[src/rtl/fpu_mul_scheduler.sv]
// fpu_mul_scheduler: round-robin sharing of one pipelined FP32 multiplier
// among NUM_REQ requesters (FFT butterfly/twiddle stages).
// Handshake: requester k transfers an operand pair in any cycle where
// i_req_valid[k] && o_req_ready[k]. At most one ready bit is high per cycle,
// and ready never depends on ready. Responses (o_rsp_valid one-hot) carry no
// backpressure and return in issue order.
module fpu_mul_scheduler #(
   parameter int SIZE_DATA   = 32,
   parameter int NUM_REQ     = 4,
   parameter int MUL_LATENCY = 3,
   parameter int MAX_OUT     = 2
) (
   input  logic                          i_clk,
   input  logic                          i_rst_n,
   input  logic [NUM_REQ-1:0]            i_req_valid,
   output logic [NUM_REQ-1:0]            o_req_ready,
   input  logic [NUM_REQ*SIZE_DATA-1:0]  i_req_a,
   input  logic [NUM_REQ*SIZE_DATA-1:0]  i_req_b,
   output logic                          o_mul_valid,
   output logic [SIZE_DATA-1:0]          o_mul_a,
   output logic [SIZE_DATA-1:0]          o_mul_b,
   input  logic [SIZE_DATA-1:0]          i_mul_result,
   output logic [NUM_REQ-1:0]            o_rsp_valid,
   output logic [SIZE_DATA-1:0]          o_rsp_data,
   output logic                          o_busy
);

   localparam int PTR_W = (NUM_REQ > 1) ? $clog2(NUM_REQ) : 1;
   localparam int CRD_W = $clog2(MAX_OUT + 1);
   localparam logic [CRD_W-1:0] CRD_MAX  = CRD_W'(MAX_OUT);
   localparam logic [PTR_W-1:0] LAST_REQ = PTR_W'(NUM_REQ - 1);

   logic [PTR_W-1:0]     ptr;
   logic [CRD_W-1:0]     credit [NUM_REQ];
   logic [NUM_REQ-1:0]   eligible;
   logic [SIZE_DATA-1:0] req_a [NUM_REQ];
   logic [SIZE_DATA-1:0] req_b [NUM_REQ];

   logic                 grant_any;
   logic [PTR_W-1:0]     grant_idx;
   logic [NUM_REQ-1:0]   grant_vec;
   logic [PTR_W:0]       scan_sum;
   logic [PTR_W-1:0]     scan_idx;

   // Stage 0 runs alongside o_mul_valid; stages 1..MUL_LATENCY track the
   // multiplier, so the last stage lines up with i_mul_result.
   logic                 tag_vld [MUL_LATENCY+1];
   logic [PTR_W-1:0]     tag_id  [MUL_LATENCY+1];
   logic                 ret_vld;
   logic [PTR_W-1:0]     ret_id;
   logic [NUM_REQ-1:0]   ret_onehot;

   // Unpack per-requester operands and qualify requests with their credit.
   for (genvar k = 0; k < NUM_REQ; k++) begin : g_req
      assign req_a[k]    = i_req_a[k*SIZE_DATA +: SIZE_DATA];
      assign req_b[k]    = i_req_b[k*SIZE_DATA +: SIZE_DATA];
      assign eligible[k] = i_req_valid[k] && (credit[k] < CRD_MAX);

`ifndef SYNTHESIS
      // A waiting (valid, not granted) requester must hold its operands.
      a_hold_operands : assert property (
         @(posedge i_clk) disable iff (!i_rst_n)
         (i_req_valid[k] && !o_req_ready[k]) |=>
            (!i_req_valid[k] ||
             ($stable(i_req_a[k*SIZE_DATA +: SIZE_DATA]) &&
              $stable(i_req_b[k*SIZE_DATA +: SIZE_DATA]))));
`endif
   end

   // Round-robin search: first eligible requester starting at ptr.
   always_comb begin
      grant_any = 1'b0;
      grant_idx = '0;
      grant_vec = '0;
      scan_sum  = '0;
      scan_idx  = '0;
      for (int i = 0; i < NUM_REQ; i++) begin
         scan_sum = {1'b0, ptr} + (PTR_W+1)'(i);
         if (scan_sum >= (PTR_W+1)'(NUM_REQ)) begin
            scan_sum = scan_sum - (PTR_W+1)'(NUM_REQ);
         end
         scan_idx = scan_sum[PTR_W-1:0];
         if (!grant_any && eligible[scan_idx]) begin
            grant_any = 1'b1;
            grant_idx = scan_idx;
         end
      end
      if (grant_any) begin
         grant_vec[grant_idx] = 1'b1;
      end
   end

   assign o_req_ready = i_rst_n ? grant_vec : '0;

   // Issue register: capture the granted operands and advance the pointer.
   always_ff @(posedge i_clk or negedge i_rst_n) begin
      if (!i_rst_n) begin
         ptr         <= '0;
         o_mul_valid <= 1'b0;
         o_mul_a     <= '0;
         o_mul_b     <= '0;
      end else begin
         o_mul_valid <= grant_any;
         if (grant_any) begin
            o_mul_a <= req_a[grant_idx];
            o_mul_b <= req_b[grant_idx];
            ptr     <= (grant_idx == LAST_REQ) ? '0 : grant_idx + 1'b1;
         end
      end
   end

   // Tag pipeline: free-running shift of {valid, requester id}.
   always_ff @(posedge i_clk or negedge i_rst_n) begin
      if (!i_rst_n) begin
         for (int i = 0; i <= MUL_LATENCY; i++) begin
            tag_vld[i] <= 1'b0;
            tag_id[i]  <= '0;
         end
      end else begin
         tag_vld[0] <= grant_any;
         tag_id[0]  <= grant_idx;
         for (int i = 1; i <= MUL_LATENCY; i++) begin
            tag_vld[i] <= tag_vld[i-1];
            tag_id[i]  <= tag_id[i-1];
         end
      end
   end

   assign ret_vld = tag_vld[MUL_LATENCY];
   assign ret_id  = tag_id[MUL_LATENCY];

   // Decode the returning tag into a one-hot requester strobe.
   always_comb begin
      ret_onehot         = '0;
      ret_onehot[ret_id] = ret_vld;
   end

   // Response register: route the multiplier result to its requester.
   always_ff @(posedge i_clk or negedge i_rst_n) begin
      if (!i_rst_n) begin
         o_rsp_valid <= '0;
         o_rsp_data  <= '0;
      end else begin
         o_rsp_valid <= ret_onehot;
         if (ret_vld) begin
            o_rsp_data <= i_mul_result;
         end
      end
   end

   // Credit counters: +1 on issue, -1 as the response is loaded; both cancel.
   // Eligibility keeps them at or below MAX_OUT, and only issued tags return.
   always_ff @(posedge i_clk or negedge i_rst_n) begin
      if (!i_rst_n) begin
         for (int k = 0; k < NUM_REQ; k++) begin
            credit[k] <= '0;
         end
      end else begin
         for (int k = 0; k < NUM_REQ; k++) begin
            case ({grant_vec[k], ret_onehot[k]})
               2'b10:   credit[k] <= credit[k] + 1'b1;
               2'b01:   credit[k] <= credit[k] - 1'b1;
               default: credit[k] <= credit[k];
            endcase
         end
      end
   end

   // Busy whenever any requester still has work outstanding.
   always_comb begin
      o_busy = 1'b0;
      for (int k = 0; k < NUM_REQ; k++) begin
         if (credit[k] != '0) begin
            o_busy = 1'b1;
         end
      end
   end

endmodule

[config.mk]
export PLATFORM = sky130hd
export DESIGN_NAME = fpu_mul_scheduler
export DESIGN_NICKNAME = d
export VERILOG_FILES = /design/src/rtl/fpu_mul_scheduler.sv
export SDC_FILE = /design/constraint.sdc
export NUM_CORES = 1
export LEC_CHECK = 0
export ABC_AREA = 1
export BUFFER_PORTS_ARGS = -buffer_cell sky130_fd_sc_hd__clkbuf_2
export CORE_AREA = 5 5 150 152
export CTS_CLUSTER_DIAMETER = 60
export DETAILED_ROUTE_END_ITERATION = 12
export DIE_AREA = 0 0 155 157
export PLACE_DENSITY = 0.7
export RECOVER_POWER = 50
export REMOVE_ABC_BUFFERS = 1
export SLEW_MARGIN = 25
export SYNTH_ARGS = -nofsm -noshare
export SYNTH_HDL_FRONTEND = slang
export SYNTH_SLANG_ARGS = --single-unit
[constraint.sdc]
create_clock -name i_clk -period 3.2 [get_ports i_clk]
set_input_delay 0.64 -clock i_clk [delete_from_list [all_inputs] [get_ports i_clk]]
set_output_delay 0.64 -clock i_clk [all_outputs]
set_load 0.02 [all_outputs]
* Word level (Yosys, flattened, before mapping)
Index checks and enable logic that the tools add are counted.
** Word-level totals
- Register bits :: 122
- Input port bits :: 294
- Output and inout bits :: 106
- Word-level logic and storage cells :: 122
** Operators by class
- Add/subtract/negate cells :: 16
- Order comparisons :: 17
- Eq/ne operators :: 9
- Multiplexer cells :: 41
- Bitwise logic cells :: 2
- Reductions and logical operators :: 20
** Operators by type and width (count)
- binary-select mux 32 bit (select 2 bit) :: 2
- two-way mux 32 bit :: 4
- < comparator 2 x 3 -> 1 bit, second input constant :: 6
- two-way mux 2 bit :: 9
- one-hot mux 2 bit (2 select lines) :: 4
- nonzero test 2 bit :: 8
- subtractor 2 x 1 -> 2 bit, second input constant :: 8
- two-way mux 1 bit :: 14
- greater-or-equal comparator 3 bit, second input constant :: 4
- adder 2 x 1 -> 2 bit, second input constant :: 5
- equality test 2 bit, second input constant :: 5
- logical AND 1 bit :: 9
- binary-select mux 1 bit (select 2 bit) :: 4
- equality test 2 x 1 -> 1 bit, second input constant :: 4
- < comparator 2 bit, second input constant :: 4
- two-way mux 4 bit :: 2
- adder 2 x 2 -> 3 bit, second input constant :: 2
- AND 4 bit :: 1
- demux 1 bit (select 2 bit) :: 2
- greater-or-equal comparator 2 x 1 -> 1 bit, second input constant :: 2
- adder 2 x 1 -> 3 bit, second input constant :: 1
- greater-or-equal comparator 2 x 3 -> 1 bit, second input constant :: 1
- logical NOT 1 bit :: 3
- NOT 2 -> 3 bit :: 1

* Depth between registers and ports, before layout
- Depth in word-level cells :: 21
- Gate-level depth with buffers :: 19
- Mapped depth without buffers :: 16

* Least setup slack after synthesis
No wires, ideal clock.
- Kind :: input -> output
- Start point :: input port i_req_valid[1]
- End point :: output port o_req_ready[3]
- Data arrival time :: 2043 ps
- Required time :: 2560 ps
- Slack :: 517 ps
- Stages on the path :: 13
- Buffers on the path :: 2
- Path through :: nand3_1 -> nand2_1 -> nand2_1 -> nand2_1 -> nand3_1 -> nand3_2 -> nand2_4 -> buf_6 -> buf_6 -> inv_2 -> ha_1 -> nand2_1 -> nor2_1
** On the way
- Cells in the longest elaborated chain, start to end :: 19
- Elaborated cells on any way between the ends :: 30
- Classes of those cells :: order compare (2); mux (20); reduce/logical (8)
** RTL lines
- start, declared :: line 15 : input logic [NUM_REQ-1:0] i_req_valid,
- logical AND 1 bit * :: line 57 : assign eligible[k] = i_req_valid[k] && (credit[k] < CRD_MAX);
- binary-select mux 1 bit (select 2 bit) :: line 83 : if (!grant_any && eligible[scan_idx]) begin
- two-way mux 1 bit (not written as such) :: line 83
- two-way mux 1 bit :: line 83
- logical NOT 1 bit :: line 83
- logical AND 1 bit :: line 83
- two-way mux 1 bit :: line 83
- logical NOT 1 bit :: line 83
- (+3 left out)
- logical AND 1 bit :: line 83
- two-way mux 2 bit :: line 83
- < comparator 2 x 3 -> 1 bit (not written as such) / greater-or-equal comparator 2 x 1 -> 1 bit (equally long branches) :: line 89 : grant_vec[grant_idx] = 1'b1;
- logical AND 1 bit (not written as such) :: line 89
- two-way mux 1 bit (not written as such) :: line 89
- demux 1 bit (select 2 bit) :: line 89
- two-way mux 4 bit * :: line 88 : if (grant_any) begin
- two-way mux 4 bit * :: line 93 : assign o_req_ready = i_rst_n ? grant_vec : '0;
- end, declared :: line 16 : output logic [NUM_REQ-1:0] o_req_ready,
Every way passes the cells marked *; elsewhere a longest branch is shown, timed or not. The select of a mux whose other input is x is not followed.

* Worst setup path in the final report
- Start point :: register ptr[0]
- End point :: output port o_req_ready[3]
** On the way
- Cells in the longest elaborated chain, start to end :: 20
- Elaborated cells on any way between the ends :: 44
- Classes of those cells :: add/sub (7); order compare (6); mux (24); reduce/logical (7)
** RTL lines
- start, declared :: line 33 : logic [PTR_W-1:0] ptr;
- start signal, assigned :: line 107 : ptr <= (grant_idx == LAST_REQ) ? '0 : grant_idx + 1'b1;
- branches (longest 18 deep; another with adder 2 x 1 -> 3 bit)
- two-way mux 4 bit * :: line 88
- two-way mux 4 bit * :: line 93
Every way passes the cells marked *. The select of a mux whose other input is x is not followed.

==> run_summary.xml <==
<?xml version="1.0" encoding="UTF-8"?>
<metrics>
  <group name="setup_path">
    <metric name="critical-path-max-stage-delay" unit="ps">490</metric>
    <metric name="worstPathArrival" unit="ps">2390</metric>
    <metric name="criticalPathCategory" unit="">reg -&gt; out</metric>
    <metric name="worstSetupStartpointType" unit="">register</metric>
    <metric name="critical_path.most_common_cell" unit="">sky130_fd_sc_hd__nand2_1</metric>
    <metric name="critPathRequiredTime" unit="ps">2560</metric>
    <metric name="critical_path.cell_chain" unit="">inv_4, nand3_2, nand2_1, nand2_1, nand2_1, nand3_1, nand3_4, nand2_4, inv_2, ha_1, nand2_1, nor2_1, clkbuf_2</metric>
    <metric name="critical-path-slowest-cell" unit="">sky130_fd_sc_hd__dfrtp_2</metric>
    <metric name="worst_r2r_path_depth" unit="">12</metric>
    <metric name="worstPathMaxFanout" unit="">9</metric>
    <metric name="end_kind" unit="">output port</metric>
  </group>
  <group name="synth">
    <metric name="synth.largest_area_cell" unit="">sky130_fd_sc_hd__dfrtp_1</metric>
    <metric name="synth_area_leaders" unit="">sky130_fd_sc_hd__dfrtp_1, sky130_fd_sc_hd__nand2_1, sky130_fd_sc_hd__nand3_1</metric>
    <metric name="ys_async_sr_fraction" unit="%">100</metric>
    <metric name="ys_seq_area_share" unit="%">37.4</metric>
    <metric name="mappedNetlistArea" unit="µm²">8150</metric>
    <metric name="synth_flop_cell" unit="">sky130_fd_sc_hd__dfrtp_1</metric>
    <metric name="yosys.cell_types.count" unit="">27</metric>
    <metric name="netlist_instances" unit="">1300</metric>
    <metric name="yosys_register_bits" unit="">122</metric>
    <metric name="synth_warnings" unit="">0</metric>
    <metric name="number_of_synthesized_flops_with_an_enable_pin" unit="">0</metric>
    <metric name="average_size_of_a_mapped_cell" unit="µm²">6.27</metric>
    <metric name="synth.top_cell.area_share" unit="%">37.4</metric>
  </group>
  <group name="cells_and_area">
    <metric name="final.fill_count" unit="">2157</metric>
    <metric name="finish.utilization" unit="%">51.7</metric>
    <metric name="areaGrowthSynthToFinish" unit="%">32.5</metric>
    <metric name="final_cell_mix" unit="">sky130_fd_sc_hd__nand2_1, sky130_fd_sc_hd__clkbuf_2, sky130_fd_sc_hd__nand3_1</metric>
    <metric name="nNetsFinal" unit="">1953</metric>
    <metric name="post_route_cells_drive_above_1_share" unit="%">27.3</metric>
    <metric name="antennaDiodeCount" unit="">0</metric>
    <metric name="layout.cell_area.non_filler" unit="µm²">10800</metric>
    <metric name="layoutNonFillerInstCount" unit="">1942</metric>
    <metric name="layout_commonest_cell" unit="">sky130_fd_sc_hd__nand2_1</metric>
  </group>
  <group name="power">
    <metric name="cellPowerDensity" unit="nW/µm²">389</metric>
    <metric name="pwr-share-seq" unit="%">39.1</metric>
    <metric name="power.switching" unit="mW">1.07</metric>
    <metric name="share_comb_of_total_power" unit="%">13.5</metric>
    <metric name="p_int" unit="mW">3.13</metric>
    <metric name="peakVddDrop" unit="µV">219</metric>
    <metric name="power.switching_fraction" unit="%">25.4</metric>
    <metric name="p_leak" unit="nW">7.03</metric>
    <metric name="design_power_total" unit="mW">4.20</metric>
    <metric name="pwr-share-clk" unit="%">47.4</metric>
  </group>
  <group name="placed_design">
    <metric name="dpl.cell_count" unit="">1909</metric>
    <metric name="port_buffers" unit="">399</metric>
    <metric name="dpl-instance-area" unit="µm²">10200</metric>
    <metric name="gp_congestion" unit="">0.897</metric>
    <metric name="hpwlAfterDp" unit="mm">19.4</metric>
  </group>
  <group name="clock_tree">
    <metric name="clock-sinks" unit="">122</metric>
    <metric name="tritoncts" unit="">yes</metric>
    <metric name="ctsLongestPathBuffers" unit="">2</metric>
    <metric name="htreeDepth" unit="">4</metric>
    <metric name="cts_buffers" unit="">17</metric>
    <metric name="clk-insertion-delay-late" unit="ps">410</metric>
    <metric name="clk_root_buf" unit="">sky130_fd_sc_hd__clkbuf_16</metric>
    <metric name="path_clk_slew" unit="ps">60</metric>
  </group>
  <group name="timing">
    <metric name="hold_viol_final" unit="">0</metric>
    <metric name="finalSetupViolations" unit="">0</metric>
    <metric name="max_clock_freq" unit="MHz">330</metric>
    <metric name="crit_path_time_final" unit="ps">3030</metric>
    <metric name="final_min_period_over_clock_period" unit="%">94.7</metric>
    <metric name="clock-skew-final" unit="ps">11.4</metric>
    <metric name="timing.setup.tns" unit="ps">0</metric>
    <metric name="maxSlewHeadroom" unit="%">-9.98</metric>
    <metric name="timing_worst_slew_pin_value" unit="ps">1650</metric>
    <metric name="timing_max_transition_violations_final" unit="">123</metric>
  </group>
  <group name="global_routing">
    <metric name="grt_start_max_net_pins" unit="">129</metric>
    <metric name="via_count_of_the_first_global_routing_pass" unit="">8551</metric>
    <metric name="antenna_found_initial" unit="">0</metric>
    <metric name="grt_pass1_wl" unit="mm">42.7</metric>
    <metric name="gr-total-overflow" unit="">0</metric>
    <metric name="grt_use_total" unit="%">21.5</metric>
  </group>
  <group name="detailed_routing">
    <metric name="drt-wirelength-per-cell" unit="µm">13.8</metric>
    <metric name="drt-pass1-iter-count" unit="">5</metric>
    <metric name="postRouteWirelength" unit="mm">26.7</metric>
    <metric name="drt_iter0_markers" unit="">450</metric>
    <metric name="drtAntennaViolNets" unit="">0</metric>
    <metric name="dr_total_vias" unit="">8958</metric>
    <metric name="drt-vias-per-instance" unit="">4.61</metric>
    <metric name="drc_errors" unit="">0</metric>
  </group>
  <group name="die">
    <metric name="core.rowCount" unit="">53</metric>
    <metric name="fp.dieH" unit="µm">157</metric>
    <metric name="die_area" unit="µm²">24300</metric>
    <metric name="ios" unit="">400</metric>
    <metric name="die_x" unit="µm">155</metric>
    <metric name="core_area" unit="µm²">20900</metric>
    <metric name="initial_util" unit="%">39.0</metric>
  </group>
  <group name="run_status">
    <metric name="status" unit="">finished with violations</metric>
    <metric name="violated_checks" unit="">max-capacitance violations, max-slew violations</metric>
  </group>
  <group name="run">
    <metric name="cap_viol_max_count" unit="">1</metric>
  </group>
  <group name="hold_path">
    <metric name="worst_hold_path_type" unit="">reg -&gt; reg</metric>
    <metric name="min_delay_path_depth" unit="">0</metric>
  </group>
</metrics>
## area by class of cell
| type | instances | area [µm²] | share of cell area, % |
|---|---|---|---|
| Clock buffer | 19 | 453 | 4.19 |
| Clock inverter | 13 | 164 | 1.52 |
| Inverter | 271 | 1020 | 9.44 |
| Multi-Input combinational cell | 829 | 3650 | 33.8 |
| Sequential cell | 122 | 3050 | 28.3 |
| Tap cell | 275 | 344 | 3.19 |
| Timing Repair Buffer | 413 | 2120 | 19.6 |
## per-stage QoR
stage,worst slack [ps],hold slack (ps)
2_1_floorplan,-3610,331
3_3_place_gp,409,332
3_5_place_dp,383,335
4_1_cts,46.1,345
5_1_grt,-29.0,346
6_report,169,339
## registers in the layout, summed over array words and instances (netlist names)
name / count
credit: 8
o_mul_a: 32
tag_vld: 3
o_rsp_data: 32
ret_vld: 1
tag_id: 6
o_rsp_valid: 4
o_mul_b: 32
ret_id: 2
ptr: 2
## metal layers
| metal | GRT usage [%] | wire [µm] |
|---|---|---|
| met3 | 4.65 | 1820 |
| met2 | 37.1 | 13200 |
| met4 | 7.36 | 644 |
| met5 | 0 | 0 |
| met1 | 26.7 | 11100 |
## cell usage after synthesis, types with 4 or more instances
cell type and number:
sky130_fd_sc_hd__buf_2 38, sky130_fd_sc_hd__buf_6 11, sky130_fd_sc_hd__buf_1 5, sky130_fd_sc_hd__a21oi_1 4
sky130_fd_sc_hd__nor2_1 7, sky130_fd_sc_hd__ha_1 5, sky130_fd_sc_hd__buf_4 11, sky130_fd_sc_hd__inv_2 4
sky130_fd_sc_hd__nand3_2 4, sky130_fd_sc_hd__xnor2_1 4, sky130_fd_sc_hd__o21ai_0 6, sky130_fd_sc_hd__nand3_1 271
sky130_fd_sc_hd__inv_1 265, sky130_fd_sc_hd__xor2_1 4, sky130_fd_sc_hd__nand2_1 508, sky130_fd_sc_hd__dfrtp_1 122
sky130_fd_sc_hd__nor3_1 5, sky130_fd_sc_hd__clkbuf_1 13
## what timing repair did
item / 4_1_cts / 5_1_grt
endpoints found under the setup margin: 0 / 3
hold buffers: 0 / 0
resized for setup: 0 / 3
buffers inserted: 0 / 1
## final timing paths
path	from	end	slack (ps)
min in group asynchronous	i_rst_n	o_rsp_data[13]	810
max in group asynchronous	i_rst_n	ptr[0]	1300
hold / removal	tag_id[6]	tag_id[4]	340
setup / recovery	ptr[0]	o_req_ready[3]	170
hold reg to reg	tag_id[6]	tag_id[4]	340
setup reg to reg	ptr[0]	o_mul_b[1]	550
## critical path: cells and delay by family (launching register included)
kind,cells,cell delay [ps]
adder cells (fa/ha/maj),1,130
buffers and inverters,3,380
flip-flops,1,490
AND/OR/NAND/NOR,9,980
## power groups by stage
| stage | sequential (mW) | combinational, mW | clock (mW) |
|---|---|---|---|
| 3_3_place_gp | 1.67 | 0.571 | 0 |
| 2_1_floorplan | 1.74 | 0.174 | 0 |
| 5_1_grt | 1.65 | 0.640 | 2.12 |
| 6_report | 1.64 | 0.566 | 1.99 |
| 4_1_cts | 1.64 | 0.578 | 2.05 |
| 3_5_place_dp | 1.67 | 0.576 | 0 |
## kinds of logic after synthesis
kind of cell | synth area share (%)
xor+xnor | 0.859
buf+inv | 18.2
fa+ha+maj | 0.767
compound gates | 0.706
flops | 37.4
simple gates | 42.0
Note: power is estimated with default switching activity, not from simulation.
